$ cat src/rtl/branch_cmp_pkg.sv
// Shared types for the pipelined branch comparator:
// branch op codes, gt/eq/lt cascade bundle and helpers.
package branch_cmp_pkg;

   typedef enum logic [2:0] {
      BR_BEQ  = 3'b000,
      BR_BNE  = 3'b001,
      BR_BLT  = 3'b100,
      BR_BGE  = 3'b101,
      BR_BLTU = 3'b110,
      BR_BGEU = 3'b111
   } br_op_e;

   typedef struct packed {
      logic gt;
      logic eq;
      logic lt;
   } cascade_t;

   localparam cascade_t CASCADE_EQ = 3'b010;

   function automatic logic is_signed_op(
      input logic [2:0] op
   );
      return (op == BR_BLT) || (op == BR_BGE);
   endfunction

endpackage

$ cat src/rtl/branch_cmp_if.sv
// Handshake bundle of the branch comparator.
// slave: comparator side; master: producer/consumer side.
interface branch_cmp_if #(
   parameter int WIDTH = 32,
   parameter int TAG_W = 4
);
   logic             i_valid;
   logic             o_ready;
   logic [WIDTH-1:0] i_a;
   logic [WIDTH-1:0] i_b;
   logic [2:0]       i_op;
   logic [TAG_W-1:0] i_tag;
   logic             i_flush;
   logic             o_valid;
   logic             i_ready;
   logic             o_gt;
   logic             o_eq;
   logic             o_lt;
   logic             o_taken;
   logic             o_illegal;
   logic [TAG_W-1:0] o_tag;

   modport slave (
      input  i_valid, i_a, i_b, i_op, i_tag,
      input  i_flush, i_ready,
      output o_ready, o_valid, o_gt, o_eq, o_lt,
      output o_taken, o_illegal, o_tag
   );

   modport master (
      output i_valid, i_a, i_b, i_op, i_tag,
      output i_flush, i_ready,
      input  o_ready, o_valid, o_gt, o_eq, o_lt,
      input  o_taken, o_illegal, o_tag
   );
endinterface

$ cat src/rtl/cmp_slice.sv
// One combinational compare slice: a/b slice plus
// incoming cascade in, updated cascade out.
module cmp_slice
   import branch_cmp_pkg::*;
#(
   parameter int STAGE_BITS = 8
) (
   input  logic [STAGE_BITS-1:0] a,
   input  logic [STAGE_BITS-1:0] b,
   input  cascade_t              cin,
   output cascade_t              cout
);

   // A decided relation from a more significant
   // slice wins; only an equal prefix looks here.
   always_comb begin
      cout = cin;
      if (cin.eq) begin
         cout.gt = (a > b);
         cout.eq = (a == b);
         cout.lt = (a < b);
      end
   end

endmodule

$ cat src/rtl/branch_cmp_pipe.sv
// Pipelined MSB-first magnitude compare + branch decision.
// Ports: i_clk, i_rst_n, bus (branch_cmp_if.slave).
module branch_cmp_pipe
   import branch_cmp_pkg::*;
#(
   parameter int WIDTH      = 32,
   parameter int STAGE_BITS = 8,
   parameter int TAG_W      = 4
) (
   input  logic         i_clk,
   input  logic         i_rst_n,
   branch_cmp_if.slave  bus
);

   localparam int L = WIDTH / STAGE_BITS;

   if (STAGE_BITS < 1 || (WIDTH % STAGE_BITS) != 0) begin : g_bad
      $error("WIDTH must be a multiple of STAGE_BITS");
   end

   logic [L-1:0]     v_q;
   logic [L-1:0]     v_in;
   logic [L-1:0]     ld;
   cascade_t         cas_q  [L];
   cascade_t         cas_in [L];
   cascade_t         cas_d  [L];
   logic [WIDTH-1:0] a_q    [L];
   logic [WIDTH-1:0] b_q    [L];
   logic [WIDTH-1:0] a_in   [L];
   logic [WIDTH-1:0] b_in   [L];
   logic [2:0]       op_q   [L];
   logic [2:0]       op_in  [L];
   logic [TAG_W-1:0] tag_q  [L];
   logic [TAG_W-1:0] tag_in [L];
   logic [WIDTH-1:0] flip;
   cascade_t         res;
   logic             taken;
   logic             illegal;

   // Inverting both sign bits maps signed order
   // onto unsigned order.
   always_comb begin
      flip      = WIDTH'(is_signed_op(bus.i_op)) << (WIDTH - 1);
      v_in[0]   = bus.i_valid;
      a_in[0]   = bus.i_a ^ flip;
      b_in[0]   = bus.i_b ^ flip;
      op_in[0]  = bus.i_op;
      tag_in[0] = bus.i_tag;
      cas_in[0] = CASCADE_EQ;
      for (int k = 1; k < L; k++) begin
         v_in[k]   = v_q[k-1];
         a_in[k]   = a_q[k-1];
         b_in[k]   = b_q[k-1];
         op_in[k]  = op_q[k-1];
         tag_in[k] = tag_q[k-1];
         cas_in[k] = cas_q[k-1];
      end
   end

   for (genvar k = 0; k < L; k++) begin : g_slice
      cmp_slice #(
         .STAGE_BITS (STAGE_BITS)
      ) u_slice (
         .a    (a_in[k][WIDTH-1 -: STAGE_BITS]),
         .b    (b_in[k][WIDTH-1 -: STAGE_BITS]),
         .cin  (cas_in[k]),
         .cout (cas_d[k])
      );
   end

   assign bus.o_valid = v_q[L-1] & ~bus.i_flush;

   // Ready ripples back from the consumer so empty
   // slots ahead of a stall get filled.
   always_comb begin
      ld      = '0;
      ld[L-1] = ~v_q[L-1] | (bus.o_valid & bus.i_ready);
      for (int k = L - 2; k >= 0; k--) begin
         ld[k] = ~v_q[k] | ld[k+1];
      end
   end

   assign bus.o_ready = ld[0];

   // Operands shift left so the next slice to
   // compare always sits at the top bits.
   always_ff @(posedge i_clk or negedge i_rst_n) begin
      if (!i_rst_n) begin
         for (int k = 0; k < L; k++) begin
            v_q[k]   <= 1'b0;
            cas_q[k] <= '0;
            a_q[k]   <= '0;
            b_q[k]   <= '0;
            op_q[k]  <= '0;
            tag_q[k] <= '0;
         end
      end else begin
         for (int k = 0; k < L; k++) begin
            if (bus.i_flush) begin
               v_q[k] <= 1'b0;
            end else if (ld[k]) begin
               v_q[k] <= v_in[k];
               if (v_in[k]) begin
                  cas_q[k] <= cas_d[k];
                  a_q[k]   <= a_in[k] << STAGE_BITS;
                  b_q[k]   <= b_in[k] << STAGE_BITS;
                  op_q[k]  <= op_in[k];
                  tag_q[k] <= tag_in[k];
               end
            end
         end
      end
   end

   always_comb begin
      res     = cas_q[L-1];
      taken   = 1'b0;
      illegal = 1'b0;
      unique case (op_q[L-1])
         BR_BEQ:  taken = res.eq;
         BR_BNE:  taken = ~res.eq;
         BR_BLT,
         BR_BLTU: taken = res.lt;
         BR_BGE,
         BR_BGEU: taken = res.gt | res.eq;
         default: illegal = 1'b1;
      endcase
   end

   assign bus.o_gt      = res.gt;
   assign bus.o_eq      = res.eq;
   assign bus.o_lt      = res.lt;
   assign bus.o_taken   = taken;
   assign bus.o_illegal = illegal;
   assign bus.o_tag     = tag_q[L-1];

endmodule

$ cat src/flat_wrapper.sv
// flat-port wrapper written by rule: the top's interface ports become plain ports
module branch_cmp_pipe_flat import branch_cmp_pkg::*;
#(
   parameter int WIDTH      = 32,
   parameter int STAGE_BITS = 8,
   parameter int TAG_W      = 4
)
  (i_clk, i_rst_n, bus_i_valid, bus_i_a, bus_i_b, bus_i_op, bus_i_tag, bus_i_flush, bus_i_ready, bus_o_ready, bus_o_valid, bus_o_gt, bus_o_eq, bus_o_lt, bus_o_taken, bus_o_illegal, bus_o_tag);
  branch_cmp_if #(.WIDTH(WIDTH), .TAG_W(TAG_W)) bus_i ();
  input  logic i_clk;
  input  logic i_rst_n;
  input wire logic [$bits(bus_i.i_valid)-1:0] bus_i_valid;
  input wire logic [$bits(bus_i.i_a)-1:0] bus_i_a;
  input wire logic [$bits(bus_i.i_b)-1:0] bus_i_b;
  input wire logic [$bits(bus_i.i_op)-1:0] bus_i_op;
  input wire logic [$bits(bus_i.i_tag)-1:0] bus_i_tag;
  input wire logic [$bits(bus_i.i_flush)-1:0] bus_i_flush;
  input wire logic [$bits(bus_i.i_ready)-1:0] bus_i_ready;
  output wire logic [$bits(bus_i.o_ready)-1:0] bus_o_ready;
  output wire logic [$bits(bus_i.o_valid)-1:0] bus_o_valid;
  output wire logic [$bits(bus_i.o_gt)-1:0] bus_o_gt;
  output wire logic [$bits(bus_i.o_eq)-1:0] bus_o_eq;
  output wire logic [$bits(bus_i.o_lt)-1:0] bus_o_lt;
  output wire logic [$bits(bus_i.o_taken)-1:0] bus_o_taken;
  output wire logic [$bits(bus_i.o_illegal)-1:0] bus_o_illegal;
  output wire logic [$bits(bus_i.o_tag)-1:0] bus_o_tag;
  assign bus_i.i_valid = bus_i_valid;
  assign bus_i.i_a = bus_i_a;
  assign bus_i.i_b = bus_i_b;
  assign bus_i.i_op = bus_i_op;
  assign bus_i.i_tag = bus_i_tag;
  assign bus_i.i_flush = bus_i_flush;
  assign bus_i.i_ready = bus_i_ready;
  assign bus_o_ready = bus_i.o_ready;
  assign bus_o_valid = bus_i.o_valid;
  assign bus_o_gt = bus_i.o_gt;
  assign bus_o_eq = bus_i.o_eq;
  assign bus_o_lt = bus_i.o_lt;
  assign bus_o_taken = bus_i.o_taken;
  assign bus_o_illegal = bus_i.o_illegal;
  assign bus_o_tag = bus_i.o_tag;
  branch_cmp_pipe #(.WIDTH(WIDTH), .STAGE_BITS(STAGE_BITS), .TAG_W(TAG_W)) u_core (.i_clk(i_clk), .i_rst_n(i_rst_n), .bus(bus_i));
endmodule
$ cat config.mk
export PLATFORM = sky130hd
export DESIGN_NAME = branch_cmp_pipe_flat
export DESIGN_NICKNAME = d
export VERILOG_FILES = /design/src/rtl/branch_cmp_pkg.sv /design/src/rtl/branch_cmp_if.sv /design/src/rtl/cmp_slice.sv /design/src/rtl/branch_cmp_pipe.sv /design/src/flat_wrapper.sv
export SDC_FILE = /design/constraint.sdc
export NUM_CORES = 1
export LEC_CHECK = 0
export CORE_MARGIN = 4
export CORE_UTILIZATION = 50
export CTS_BUF_LIST = sky130_fd_sc_hd__clkbuf_4
export CTS_CLUSTER_DIAMETER = 50
export DETAILED_ROUTE_END_ITERATION = 12
export GPL_TIMING_DRIVEN = 0
export MAX_ROUTING_LAYER = met4
export PLACE_DENSITY = 0.74
export SKIP_CTS_REPAIR_TIMING = 1
export SYNTH_ARGS = -nofsm -noshare
export SYNTH_HDL_FRONTEND = slang
export SYNTH_HIERARCHICAL = 1
export SYNTH_SLANG_ARGS = --single-unit
$ cat constraint.sdc
create_clock -name i_clk -period 2.15 [get_ports i_clk]
set_input_delay 0.3225 -clock i_clk [delete_from_list [all_inputs] [get_ports i_clk]]
set_output_delay 0.3225 -clock i_clk [all_outputs]
set_load 0.05 [all_outputs]
==> flow_results.xml <==
<?xml version="1.0" encoding="UTF-8"?>
<metrics>
  <group name="status">
    <metric name="result_of_the_run" unit="">complete, no violations</metric>
  </group>
  <group name="drt">
    <metric name="wirelength_met1" unit="mm">4.90</metric>
    <metric name="drc_errors" unit="">0</metric>
    <metric name="route.top_layer_used" unit="">met4</metric>
    <metric name="detailedRoute.firstPassIterationCount" unit="">4</metric>
    <metric name="via_count" unit="">3695</metric>
    <metric name="met3WireLength" unit="um">384</metric>
    <metric name="residual_antenna_violating_net_count_after_detailed_routing" unit="">0</metric>
    <metric name="drt-total-wl" unit="mm">10.9</metric>
    <metric name="via_per_inst" unit="">5.01</metric>
    <metric name="wl_per_cell" unit="um">14.8</metric>
    <metric name="detailedRoute.firstIterationViolations" unit="">166</metric>
    <metric name="wl_met2" unit="mm">5.46</metric>
  </group>
  <group name="clocking">
    <metric name="clk_latency" unit="ns">0.51</metric>
    <metric name="clkTransAtPathRegs" unit="ns">0.11</metric>
    <metric name="cts_root_buffer" unit="">clkbuf_4</metric>
    <metric name="clock_tree.buffer_depth" unit="">2</metric>
    <metric name="tritoncts" unit="">done</metric>
    <metric name="numClockSinks" unit="">140</metric>
    <metric name="cts.htree.levels" unit="">4</metric>
    <metric name="cts-buffers-inserted" unit="">17</metric>
  </group>
  <group name="timing">
    <metric name="finalClockSkew" unit="ns">0.0187</metric>
    <metric name="final-hold-violation-count" unit="">0</metric>
    <metric name="max_clock_freq" unit="MHz">489</metric>
    <metric name="tightestPinTransition" unit="ns">0.685</metric>
    <metric name="timing.final.crit_period" unit="ns">2.05</metric>
    <metric name="slew_viol_final" unit="">0</metric>
    <metric name="period_share" unit="%">95.2</metric>
    <metric name="max-slew-margin-rel" unit="%">54.3</metric>
    <metric name="rsz0062_at_grt" unit="">false</metric>
    <metric name="final.setup.tns" unit="ns">0</metric>
    <metric name="finalSetupViolations" unit="">0</metric>
  </group>
  <group name="synthesis">
    <metric name="synth_edf_count" unit="">0</metric>
    <metric name="postSynthAreaPerCell" unit="um2">13.9</metric>
    <metric name="synthesis.instances" unit="">450</metric>
    <metric name="asyncSetResetFlopFracSynth" unit="%">100</metric>
    <metric name="netlist_area" unit="um2">6250</metric>
    <metric name="synth_flop_cell" unit="">dfrtp_1</metric>
    <metric name="count_of_unique_library_cells_instantiated_by_yosys" unit="">35</metric>
    <metric name="sequential_to_total_area_share_from_yosys_stat" unit="%">56.0</metric>
    <metric name="postSynthRegisterBits" unit="">140</metric>
    <metric name="yosysWarningCount" unit="">6</metric>
  </group>
  <group name="floorplanning">
    <metric name="num_rows" unit="">40</metric>
    <metric name="core_region_area" unit="um2">12100</metric>
    <metric name="boundaryPins" unit="">87</metric>
    <metric name="overall_die_area" unit="um2">14400</metric>
    <metric name="fp.dieW" unit="um">120</metric>
    <metric name="die-height" unit="um">120</metric>
    <metric name="start_util" unit="%">51.6</metric>
  </group>
  <group name="final_layout">
    <metric name="flow.area_growth_from_synthesis" unit="%">22.7</metric>
    <metric name="final_area" unit="um2">7670</metric>
    <metric name="cell_count_final_fillers_out" unit="">737</metric>
    <metric name="layout-drive-gt1-share" unit="%">31.3</metric>
    <metric name="fillCellCount" unit="">961</metric>
    <metric name="design.final.nets" unit="">666</metric>
    <metric name="antenna_cells_inserted" unit="">0</metric>
  </group>
  <group name="critical_path">
    <metric name="worst_path_max_delay_cell" unit="">clkdlybuf4s50_1</metric>
    <metric name="critPathArrivalTime" unit="ns">1.72</metric>
    <metric name="r2r_startpoint" unit="">u_core/v_q[2]$_DFFE_PN0P_</metric>
    <metric name="critical_setup_path_kind" unit="">reg2out</metric>
    <metric name="critPathTopFamily" unit="">buffers and inverters</metric>
    <metric name="required" unit="ns">1.83</metric>
    <metric name="worst_setup_path_end_kind" unit="">output pin</metric>
    <metric name="critPathLaunchType" unit="">flip-flop</metric>
    <metric name="worstSetupStartpoint" unit="">u_core/bus.o_eq$_DFFE_PN0P_</metric>
    <metric name="worst-path-max-fanout" unit="">4</metric>
    <metric name="critical_path_buf_inv_count" unit="">1</metric>
    <metric name="crit_path_cell_trace" unit="">clkdlybuf4s50_1</metric>
    <metric name="slowest_delay" unit="ns">0.82</metric>
  </group>
  <group name="global_routing">
    <metric name="via_count_of_the_first_global_routing_pass" unit="">3982</metric>
    <metric name="grt_max_degree" unit="">76</metric>
    <metric name="grt_pass1_wl" unit="mm">18.6</metric>
    <metric name="grt_use_total" unit="%">16.8</metric>
    <metric name="overflow" unit="">0</metric>
    <metric name="antenna_violations_before_repair" unit="">0</metric>
  </group>
  <group name="power">
    <metric name="post_route_total_power" unit="uW">7290</metric>
    <metric name="power_density" unit="nW/um2">951</metric>
    <metric name="total_leakage_power" unit="uW">0.00348</metric>
    <metric name="vdd_drop_max" unit="mV">0.679</metric>
  </group>
  <group name="job">
    <metric name="maxCapViolCount" unit="">0</metric>
  </group>
  <group name="placed_design">
    <metric name="placed_cells_incl_taps" unit="">706</metric>
    <metric name="globalplace.congestion" unit="">0.747</metric>
    <metric name="port-buffer-count" unit="">85</metric>
    <metric name="dpl-instance-area" unit="um2">7350</metric>
    <metric name="place.detailed.hpwl" unit="mm">8.19</metric>
  </group>
  <group name="worst_hold_path">
    <metric name="worst_hold_path_type" unit="">in2reg</metric>
    <metric name="timing.hold.worst.start" unit="">bus_i_flush</metric>
  </group>
</metrics>
[layout make-up]
type                    instances  area [um2]  area share [%]
flip-flops and latches        140        3500            45.7
inverters                      40         150            1.96
repair buffers                 87         885            11.5
multi-input cells             257        2510            32.7
clock inverters                13         175            2.28
clock buffers                  17         128            1.66
well taps                     168         210            2.74
plain buffers                  15         109            1.42
[power breakdown]
group / internal (uW) / switching (uW) / total [uW] / leakage, uW
combinational: 1010 / 869 / 1870 / 0.00164
sequential: 3270 / 345 / 3620 / 0.00169
clock: 902 / 897 / 1800 / 0.000159
total: 5180 / 2110 / 7290 / 0.00348
[routing by layer]
layer  GRT usage, %  vias up
met5              -        -
met4           5.87        0
met3           4.52       15
met2           27.4       59
met1           20.4     1820
li1               -     1801
[final timing paths]
kind | to | slack, ns | cells past startpoint
setup / recovery | bus_o_eq | 0.10 | 1
hold / removal | u_core/v_q[1]$_DFFE_PN0P_ | 0.1 | 2
setup reg to reg | u_core/a_in[90]$_DFFE_PN0P_ | 0.16 | 5
hold reg to reg | u_core/a_in[87]$_DFFE_PN0P_ | 0.49 | 1
max in group asynchronous | u_core/cas_in[1]$_DFFE_PN0P_ | 1.01 | 3
min in group asynchronous | u_core/a_in[75]$_DFFE_PN0P_ | 0.40 | 2
[cells in the final DEF (no fill, tap or decap), types with 4 or more instances in the layout]
cell type	Yosys	layout
dfrtp_1	140	140
nor2_1	7	7
inv_1	40	40
nor2b_1	7	7
nand4_1	8	8
conb_1	2	4
clkdlybuf4s50_1	0	80
nor2_2	4	4
a21oi_1	12	12
a21oi_2	4	4
a211oi_1	4	4
nor3_2	4	4
bufinv_16	0	4
o21ai_1	4	4
mux2_1	20	20
o211ai_1	5	5
ha_1	32	32
a21o_1	4	4
nor3_1	4	4
mux2_2	116	116
nand2_1	4	4
buf_2	9	9
clkbuf_4	0	17
[through the flow]
stage	hold slack (ns)	util (%)	worst slack, ns
after global routing	0.0434	63.3	0.000867
after CTS	-0.182	63.2	-0.389
after global placement	0.469	60.4	-4.64
after detailed placement	0.390	60.7	-0.270
after floorplan	0.0269	-	0.176
final	0.0979	63.3	0.104
[kinds of logic after synthesis]
group,synth area share [%]
other cells,0.120
xor+xnor,0.280
simple gates,4.40
compound gates,4.12
flops,56.0
buf+inv,4.14
fa+ha+maj,6.40
mux,24.5
[cells in the mapped netlist, types with 5 or more instances]
cell type,instances,area [um2]
mux2_1,20,225
ha_1,32,400
mux2_2,116,1310
dfrtp_1,140,3500
nor2_1,7,26.3
o211ai_1,5,37.5
nor2b_1,7,43.8
nand4_1,8,50.1
inv_1,40,150
buf_2,9,45.0
a21oi_1,12,60.1
[sequential cells by signal (all words and copies together) (netlist names)]
register / flops
u_core/bus.o_eq: 1
u_core/v_q: 4
u_core/op_in: 9
u_core/bus.o_gt: 1
u_core/a_in: 48
u_core/op_q: 3
u_core/b_in: 48
u_core/tag_in: 12
u_core/cas_in: 9
u_core/bus.o_tag: 4
u_core/bus.o_lt: 1
No activity file was read; power rests on OpenSTA's default activity.
